**src/rtl/btb_array_pkg.sv**
```systemverilog
// Shared types and helpers for the BTB storage array and its controller.
package btb_array_pkg;

    // Controller states: array self-initialisation, then normal operation.
    typedef enum logic {
        INIT  = 1'b0,
        READY = 1'b1
    } state_e;

    // Widest word the lane-merge helper handles; one mask bit per data bit at most.
    localparam int unsigned MAX_DATA_WIDTH = 256;

    // Number of write-mask lanes in a word.
    function automatic int unsigned num_lanes(input int unsigned data_width,
                                              input int unsigned lane_width);
        return data_width / lane_width;
    endfunction

    // Per-lane merge: lanes with mask=1 take new_word, others keep old_word.
    function automatic logic [MAX_DATA_WIDTH-1:0] lane_merge(
        input logic [MAX_DATA_WIDTH-1:0] old_word,
        input logic [MAX_DATA_WIDTH-1:0] new_word,
        input logic [MAX_DATA_WIDTH-1:0] mask,
        input int unsigned               lane_width
    );
        logic [MAX_DATA_WIDTH-1:0] merged;
        merged = old_word;
        for (int unsigned b = 0; b < MAX_DATA_WIDTH; b++) begin
            if (mask[b / lane_width]) begin
                merged[b] = new_word[b];
            end
        end
        return merged;
    endfunction

endpackage

```
**src/rtl/btb_array_mem.sv**
```systemverilog
// Plain 1W/1R storage: lane-masked write, registered read (macro-replaceable).
module btb_array_mem
    import btb_array_pkg::*;
#(
    parameter int unsigned DATA_WIDTH = 20,
    parameter int unsigned ADDR_WIDTH = 7,
    parameter int unsigned LANE_WIDTH = 10,
    localparam int unsigned NUM_LANES = num_lanes(DATA_WIDTH, LANE_WIDTH),
    localparam int unsigned RAM_DEPTH = 1 << ADDR_WIDTH
) (
    input  logic                  clk,
    input  logic                  we,
    input  logic [ADDR_WIDTH-1:0] waddr,
    input  logic [NUM_LANES-1:0]  wmask,
    input  logic [DATA_WIDTH-1:0] wdata,
    input  logic                  re,
    input  logic [ADDR_WIDTH-1:0] raddr,
    output logic [DATA_WIDTH-1:0] rdata
);

    logic [DATA_WIDTH-1:0] mem_q [RAM_DEPTH];
    logic [DATA_WIDTH-1:0] wr_word_d;
    logic [DATA_WIDTH-1:0] rdata_q;
    logic [DATA_WIDTH-1:0] rdata_d;

    // Next write word and next read register value; read holds when idle.
    always_comb begin
        wr_word_d = DATA_WIDTH'(lane_merge(MAX_DATA_WIDTH'(mem_q[waddr]),
                                           MAX_DATA_WIDTH'(wdata),
                                           MAX_DATA_WIDTH'(wmask),
                                           LANE_WIDTH));
        rdata_d   = re ? mem_q[raddr] : rdata_q;
    end

    // Storage write; read samples pre-write contents on a same-edge collision.
    always_ff @(posedge clk) begin
        if (we) begin
            mem_q[waddr] <= wr_word_d;
        end
        rdata_q <= rdata_d;
    end

    assign rdata = rdata_q;

endmodule

```
**src/rtl/btb_array_ctrl.sv**
```systemverilog
// BTB array controller: init/flush clear FSM, masked writes, write-first forwarding, read-valid.
module btb_array_ctrl
    import btb_array_pkg::*;
#(
    parameter int unsigned DATA_WIDTH = 20,
    parameter int unsigned ADDR_WIDTH = 7,
    parameter int unsigned LANE_WIDTH = 10,
    parameter logic [DATA_WIDTH-1:0] INIT_VALUE = '0,
    localparam int unsigned NUM_LANES = num_lanes(DATA_WIDTH, LANE_WIDTH)
) (
    input  logic                  clk,
    input  logic                  rst_n,
    input  logic                  flush,
    output logic                  ready,
    input  logic                  wr_en,
    input  logic [ADDR_WIDTH-1:0] wr_addr,
    input  logic [NUM_LANES-1:0]  wr_mask,
    input  logic [DATA_WIDTH-1:0] wr_data,
    input  logic                  rd_en,
    input  logic [ADDR_WIDTH-1:0] rd_addr,
    output logic                  rd_valid,
    output logic [DATA_WIDTH-1:0] rd_data
);

    state_e                state_q,    state_d;
    logic [ADDR_WIDTH-1:0] init_ptr_q, init_ptr_d;
    logic                  rd_valid_q, rd_valid_d;
    logic                  data_ok_q,  data_ok_d;
    logic                  fwd_hit_q,  fwd_hit_d;
    logic [NUM_LANES-1:0]  fwd_mask_q, fwd_mask_d;
    logic [DATA_WIDTH-1:0] fwd_data_q, fwd_data_d;

    logic                  wr_fire_c;
    logic                  rd_fire_c;
    logic                  mem_we_c;
    logic [ADDR_WIDTH-1:0] mem_waddr_c;
    logic [NUM_LANES-1:0]  mem_wmask_c;
    logic [DATA_WIDTH-1:0] mem_wdata_c;
    logic [DATA_WIDTH-1:0] mem_rdata;
    logic [NUM_LANES-1:0]  out_mask_c;

    // Port arbitration: INIT owns the write port; flush drops a user write.
    always_comb begin
        wr_fire_c   = (state_q == READY) && wr_en && !flush;
        rd_fire_c   = (state_q == READY) && rd_en;
        mem_we_c    = rst_n && ((state_q == INIT) || wr_fire_c);
        mem_waddr_c = wr_addr;
        mem_wmask_c = wr_mask;
        mem_wdata_c = wr_data;
        if (state_q == INIT) begin
            mem_waddr_c = init_ptr_q;
            mem_wmask_c = '1;
            mem_wdata_c = INIT_VALUE;
        end
    end

    // Next-state logic for the clear FSM and the read handshake.
    always_comb begin
        state_d    = state_q;
        init_ptr_d = init_ptr_q;
        rd_valid_d = rd_fire_c;
        data_ok_d  = data_ok_q || rd_fire_c;
        fwd_hit_d  = fwd_hit_q;
        fwd_mask_d = fwd_mask_q;
        fwd_data_d = fwd_data_q;

        case (state_q)
            INIT: begin
                init_ptr_d = init_ptr_q + ADDR_WIDTH'(1);
                if (&init_ptr_q) begin
                    state_d = READY;
                end
                if (flush) begin
                    state_d    = INIT;
                    init_ptr_d = '0;
                end
            end
            READY: begin
                if (flush) begin
                    state_d    = INIT;
                    init_ptr_d = '0;
                end
            end
            default: begin
                state_d    = INIT;
                init_ptr_d = '0;
            end
        endcase

        // Capture forwarding info only on a read so rd_data holds between reads.
        if (rd_fire_c) begin
            fwd_hit_d  = wr_fire_c && (wr_addr == rd_addr);
            fwd_mask_d = wr_mask;
            fwd_data_d = wr_data;
        end
    end

    // Control registers with synchronous active-low reset.
    always_ff @(posedge clk) begin
        if (!rst_n) begin
            state_q    <= INIT;
            init_ptr_q <= '0;
            rd_valid_q <= 1'b0;
            data_ok_q  <= 1'b0;
            fwd_hit_q  <= 1'b0;
            fwd_mask_q <= '0;
            fwd_data_q <= '0;
        end else begin
            state_q    <= state_d;
            init_ptr_q <= init_ptr_d;
            rd_valid_q <= rd_valid_d;
            data_ok_q  <= data_ok_d;
            fwd_hit_q  <= fwd_hit_d;
            fwd_mask_q <= fwd_mask_d;
            fwd_data_q <= fwd_data_d;
        end
    end

    btb_array_mem #(
        .DATA_WIDTH (DATA_WIDTH),
        .ADDR_WIDTH (ADDR_WIDTH),
        .LANE_WIDTH (LANE_WIDTH)
    ) u_mem (
        .clk   (clk),
        .we    (mem_we_c),
        .waddr (mem_waddr_c),
        .wmask (mem_wmask_c),
        .wdata (mem_wdata_c),
        .re    (rd_fire_c),
        .raddr (rd_addr),
        .rdata (mem_rdata)
    );

    // Output read data: forwarded lanes over stored lanes; zero until the first read after reset.
    always_comb begin
        out_mask_c = fwd_hit_q ? fwd_mask_q : '0;
        rd_data    = '0;
        if (data_ok_q) begin
            rd_data = DATA_WIDTH'(lane_merge(MAX_DATA_WIDTH'(mem_rdata),
                                             MAX_DATA_WIDTH'(fwd_data_q),
                                             MAX_DATA_WIDTH'(out_mask_c),
                                             LANE_WIDTH));
        end
    end

    assign ready    = (state_q == READY);
    assign rd_valid = rd_valid_q;

endmodule

```
**config.mk**
```make
export PLATFORM = sky130hd
export DESIGN_NAME = btb_array_ctrl
export DESIGN_NICKNAME = d
export VERILOG_FILES = /design/src/rtl/btb_array_pkg.sv /design/src/rtl/btb_array_mem.sv /design/src/rtl/btb_array_ctrl.sv
export SDC_FILE = /design/constraint.sdc
export NUM_CORES = 2
export LEC_CHECK = 0
export CAP_MARGIN = 10
export CORE_MARGIN = 4
export CORE_UTILIZATION = 30
export CTS_BUF_LIST = sky130_fd_sc_hd__clkbuf_4
export CTS_CLUSTER_DIAMETER = 200
export CTS_CLUSTER_SIZE = 12
export DETAILED_ROUTE_END_ITERATION = 8
export PLACE_DENSITY = 0.46
export REMOVE_ABC_BUFFERS = 1
export SYNTH_ARGS = -nofsm -noshare
export SYNTH_HDL_FRONTEND = slang
export SYNTH_SLANG_ARGS = --single-unit
```
**constraint.sdc**
```tcl
create_clock -name clk -period 10.1 [get_ports clk]
set_clock_uncertainty 0.1 [all_clocks]
set_input_delay 2.02 -clock clk [delete_from_list [all_inputs] [get_ports clk]]
set_output_delay 2.02 -clock clk [all_outputs]
set_load 0.01 [all_outputs]
```
==> run_summary.xml <==
<?xml version="1.0" encoding="UTF-8"?>
<metrics>
  <group name="run_status">
    <metric name="status" unit="">finished, final reports clean</metric>
  </group>
  <group name="place">
    <metric name="finalWeightedCongestion" unit="">0.734</metric>
    <metric name="place.detailed.instances" unit="">8586</metric>
    <metric name="place.port_buffers" unit="">62</metric>
    <metric name="preCtsSetupSlack" unit="ns">3.81</metric>
    <metric name="detailed_place.area" unit="mm2">0.107</metric>
    <metric name="post-dp-hpwl" unit="um">153000</metric>
  </group>
  <group name="clocking">
    <metric name="max_clock_buf_depth" unit="">4</metric>
    <metric name="post_cts_resized" unit="">0</metric>
    <metric name="clk_root_buffer_cell" unit="">sky130_fd_sc_hd__clkbuf_4</metric>
    <metric name="ctsHoldBuffers" unit="">0</metric>
    <metric name="tritoncts" unit="">done</metric>
    <metric name="numCtsBuffers" unit="">243</metric>
    <metric name="sinks_on_clock_net" unit="">2613</metric>
    <metric name="post_cts_setup_inserts" unit="">0</metric>
    <metric name="clock_tree.htree_level_count" unit="">4</metric>
    <metric name="clock_pin_slew_on_the_worst_setup_and_hold_paths" unit="ns">0.13</metric>
    <metric name="insertion_delay" unit="ns">1.32</metric>
  </group>
  <group name="synthesis">
    <metric name="share_of_synthesized_area_occupied_by_flip_flops_and_latches" unit="">0.776</metric>
    <metric name="synth_enable_flop_cells" unit="">2580</metric>
    <metric name="postSynth.asyncResetShare" unit="">0</metric>
    <metric name="syn-instance-count" unit="">4229</metric>
    <metric name="yosys.cell_count.top_type" unit="">sky130_fd_sc_hd__edfxtp_1</metric>
    <metric name="netlist_top_cells_area" unit="">sky130_fd_sc_hd__edfxtp_1 77%, sky130_fd_sc_hd__mux4_2 19%, sky130_fd_sc_hd__nor2_1 0.98%</metric>
    <metric name="yosysWarningCount" unit="">0</metric>
    <metric name="syn_avg_cell_area" unit="um2">23.8</metric>
    <metric name="mappedNetlistArea" unit="mm2">0.101</metric>
    <metric name="synthDominantCellAreaShare" unit="">0.770</metric>
    <metric name="synth.distinct_cells" unit="">37</metric>
    <metric name="netlist_top_cells_count" unit="">2580 x sky130_fd_sc_hd__edfxtp_1, 840 x sky130_fd_sc_hd__mux4_2, 264 x sky130_fd_sc_hd__nor2_1</metric>
    <metric name="postSynth.topFlopCell" unit="">sky130_fd_sc_hd__edfxtp_1</metric>
    <metric name="synth_top_cell_by_area" unit="">sky130_fd_sc_hd__edfxtp_1</metric>
    <metric name="postSynthRegisterBits" unit="">2613</metric>
  </group>
  <group name="sta">
    <metric name="worstMarginPinSlew" unit="ns">1.21</metric>
    <metric name="maxClockFrequency" unit="MHz">162</metric>
    <metric name="number_of_max_slew_violations_in_the_final_report" unit="">0</metric>
    <metric name="finalHoldViolCount" unit="">0</metric>
    <metric name="fin_tns_setup" unit="ns">0</metric>
    <metric name="setup_repair_after_global_routing_missed_its_margin" unit="">no</metric>
    <metric name="layout_setup_ws" unit="ns">3.92</metric>
    <metric name="timing.slew.headroom" unit="">0.191</metric>
    <metric name="holdWs" unit="ns">0.365</metric>
    <metric name="total_setup_violations_reported_at_the_end_of_the_flow" unit="">0</metric>
    <metric name="period_needed" unit="ns">6.18</metric>
    <metric name="final_min_period_over_clock_period" unit="">0.612</metric>
  </group>
  <group name="global_routing">
    <metric name="grt_first_pass_wirelength" unit="um">371000</metric>
    <metric name="grt_remaining_overflow" unit="">0</metric>
    <metric name="grt_antenna_before_repair" unit="">19</metric>
    <metric name="grt.total_usage" unit="">0.149</metric>
    <metric name="largest_net_degree_at_the_start_of_global_routing" unit="">128</metric>
    <metric name="grt_pass1_vias" unit="">46000</metric>
  </group>
  <group name="final_layout">
    <metric name="num-nets-final" unit="">4488</metric>
    <metric name="drive_above_1_share" unit="">0.312</metric>
    <metric name="total_of_fill_cells_in_the_finished_design" unit="">31300</metric>
    <metric name="instances_no_fill" unit="">8950</metric>
    <metric name="final_area" unit="mm2">0.110</metric>
    <metric name="area_growth_syn_to_layout" unit="%">9.13</metric>
  </group>
  <group name="pwr">
    <metric name="total_leakage_power" unit="nW">35.1</metric>
    <metric name="power.share.sequential" unit="">0.674</metric>
    <metric name="pwr-share-clk" unit="">0.281</metric>
    <metric name="worst_case_vdd_ir_drop" unit="V">0.0000863</metric>
    <metric name="cellPowerDensity" unit="mW/mm2">158</metric>
    <metric name="power_switching_share" unit="">0.217</metric>
    <metric name="comb_power_share" unit="">0.045</metric>
    <metric name="cellInternalPower" unit="mW">13.6</metric>
    <metric name="switching_power" unit="mW">3.77</metric>
  </group>
  <group name="job">
    <metric name="max_cap_viols" unit="">0</metric>
  </group>
  <group name="die">
    <metric name="start_util" unit="">0.302</metric>
    <metric name="core_area" unit="mm2">0.334</metric>
    <metric name="die-area" unit="mm2">0.345</metric>
    <metric name="rows" unit="">212</metric>
    <metric name="pin_count" unit="">63</metric>
    <metric name="die_y" unit="um">587</metric>
    <metric name="chipWidth" unit="um">587</metric>
  </group>
  <group name="critical_path">
    <metric name="critical_path.reg2reg.startpoint" unit="">ready$_SDFF_PN0_</metric>
    <metric name="critical_path.startpoint" unit="">fwd_hit_q$_SDFFE_PN0P_</metric>
    <metric name="worst-path-max-fanout" unit="">10</metric>
    <metric name="cp_slowest_stage_delay" unit="ns">0.80</metric>
    <metric name="cp_launch_type" unit="">flop</metric>
    <metric name="endpoint_type_of_the_worst_setup_path" unit="">output pin</metric>
    <metric name="critical_path_class" unit="">reg2out</metric>
    <metric name="crit_slowest_cell" unit="">sky130_fd_sc_hd__a21boi_0</metric>
    <metric name="cp_cell_sequence" unit="">and2_1, nand2_1, a21boi_0, clkdlybuf4s50_1</metric>
    <metric name="worst-endpoint-required" unit="ns">7.98</metric>
    <metric name="cp_data_arrival_time" unit="ns">4.06</metric>
  </group>
  <group name="detailed_routing">
    <metric name="drcViolationCount" unit="">0</metric>
    <metric name="first_pass_iters" unit="">5</metric>
    <metric name="wl_per_cell" unit="um">29.4</metric>
    <metric name="drt.antenna.violating_nets" unit="">0</metric>
    <metric name="detail_route.iter0.violations" unit="">4141</metric>
    <metric name="detail_route.vias_per_cell" unit="">4.98</metric>
    <metric name="finalWirelength" unit="um">263000</metric>
    <metric name="vias" unit="">44500</metric>
  </group>
  <group name="min_path">
    <metric name="worst_hold_path_type" unit="">reg2reg</metric>
    <metric name="holdCritStartpoint" unit="">fwd_data_q[7]$_SDFFE_PN0P_</metric>
  </group>
</metrics>
==> critical path: cells and delay by family (launching register included) <==
family,cells,cell delay (ns)
DFF,1,0.54
AOI/OAI and AO/OA,1,0.80
buffers and inverters,1,0.70
and+or+nand+nor,2,0.70
==> metrics by stage <==
step                 util  power (mW)
finish              0.329        17.4
global route        0.329        18.1
global placement    0.321        12.8
CTS                 0.329        17.7
detailed placement  0.321        12.8
floorplan               -        12.3
==> sequential cells by signal (all words and copies together) (netlist names) <==
signal and count:
fwd_hit_q 1, fwd_mask_q 2, fwd_data_q 20, data_ok_q 1, init_ptr_q 7, rd_valid 1, u_mem.mem_q 2560, u_mem.rdata 20
ready 1
==> layout make-up <==
type	count	area, um2	area share
Antenna cell	13	32.5	0.000296
Clock buffer	347	2610	0.0237
Clock inverter	2	8.76	0.0000797
Inverter	10	37.5	0.000342
Multi-Input combinational cell	1365	21600	0.197
Sequential cell	2613	78100	0.711
Tap cell	4387	5490	0.0500
Timing Repair Buffer	213	1890	0.0172
==> path summary, 6_finish.rpt <==
kind                                    to  slack (ns)  cells after the start
max                            rd_data[17]        3.92                      4
min reg2reg     fwd_data_q[7]$_SDFFE_PN0P_        0.37                      2
max reg2reg  u_mem.mem_q[109][1]$_DFFE_PP_        5.70                      5
min             fwd_data_q[7]$_SDFFE_PN0P_        0.37                      2
==> cell families (layout without fill, tap and decap cells) <==
logic type / count (synthesis) / count (layout) / share of synthesized area
flops: 2613 / 2613 / 0.776
mux: 861 / 861 / 0.190
simple gates: 429 / 429 / 0.0173
buf+inv: 251 / 572 / 0.0102
compound gates: 62 / 62 / 0.00470
xor+xnor: 12 / 12 / 0.00104
fa+ha+maj: 1 / 1 / 0.000124
other cells: 0 / 13 / 0
==> power groups by stage <==
stage               Sequential (mW)  Clock [mW]  Combinational [mW]
floorplan                      12.0           0               0.372
global placement               12.0           0               0.809
detailed placement             12.0           0               0.807
CTS                            11.7        5.15               0.809
global route                   11.7        5.58               0.824
finish                         11.7        4.89               0.781
==> layer usage <==
metal / global-route usage / up-vias / routed length, um
met5: 0 / - / 17
met4: 0.0268 / 2 / 5010
met3: 0.0206 / 312 / 11000
met2: 0.244 / 1021 / 128000
met1: 0.216 / 24800 / 119000
li1: - / 18400 / -
==> cell usage in the layout, fill, tap and decap left out, drive strengths merged, types with 20 or more instances in the layout <==
cell type / count
edfxtp: 2580
mux4: 840
clkbuf: 348
nor2: 264
buf: 158
nand2: 108
clkdlybuf4s50: 54
a21boi: 43
dfxtp: 33
and2: 22
mux2: 20
Note: power is estimated with default switching activity, not from simulation.
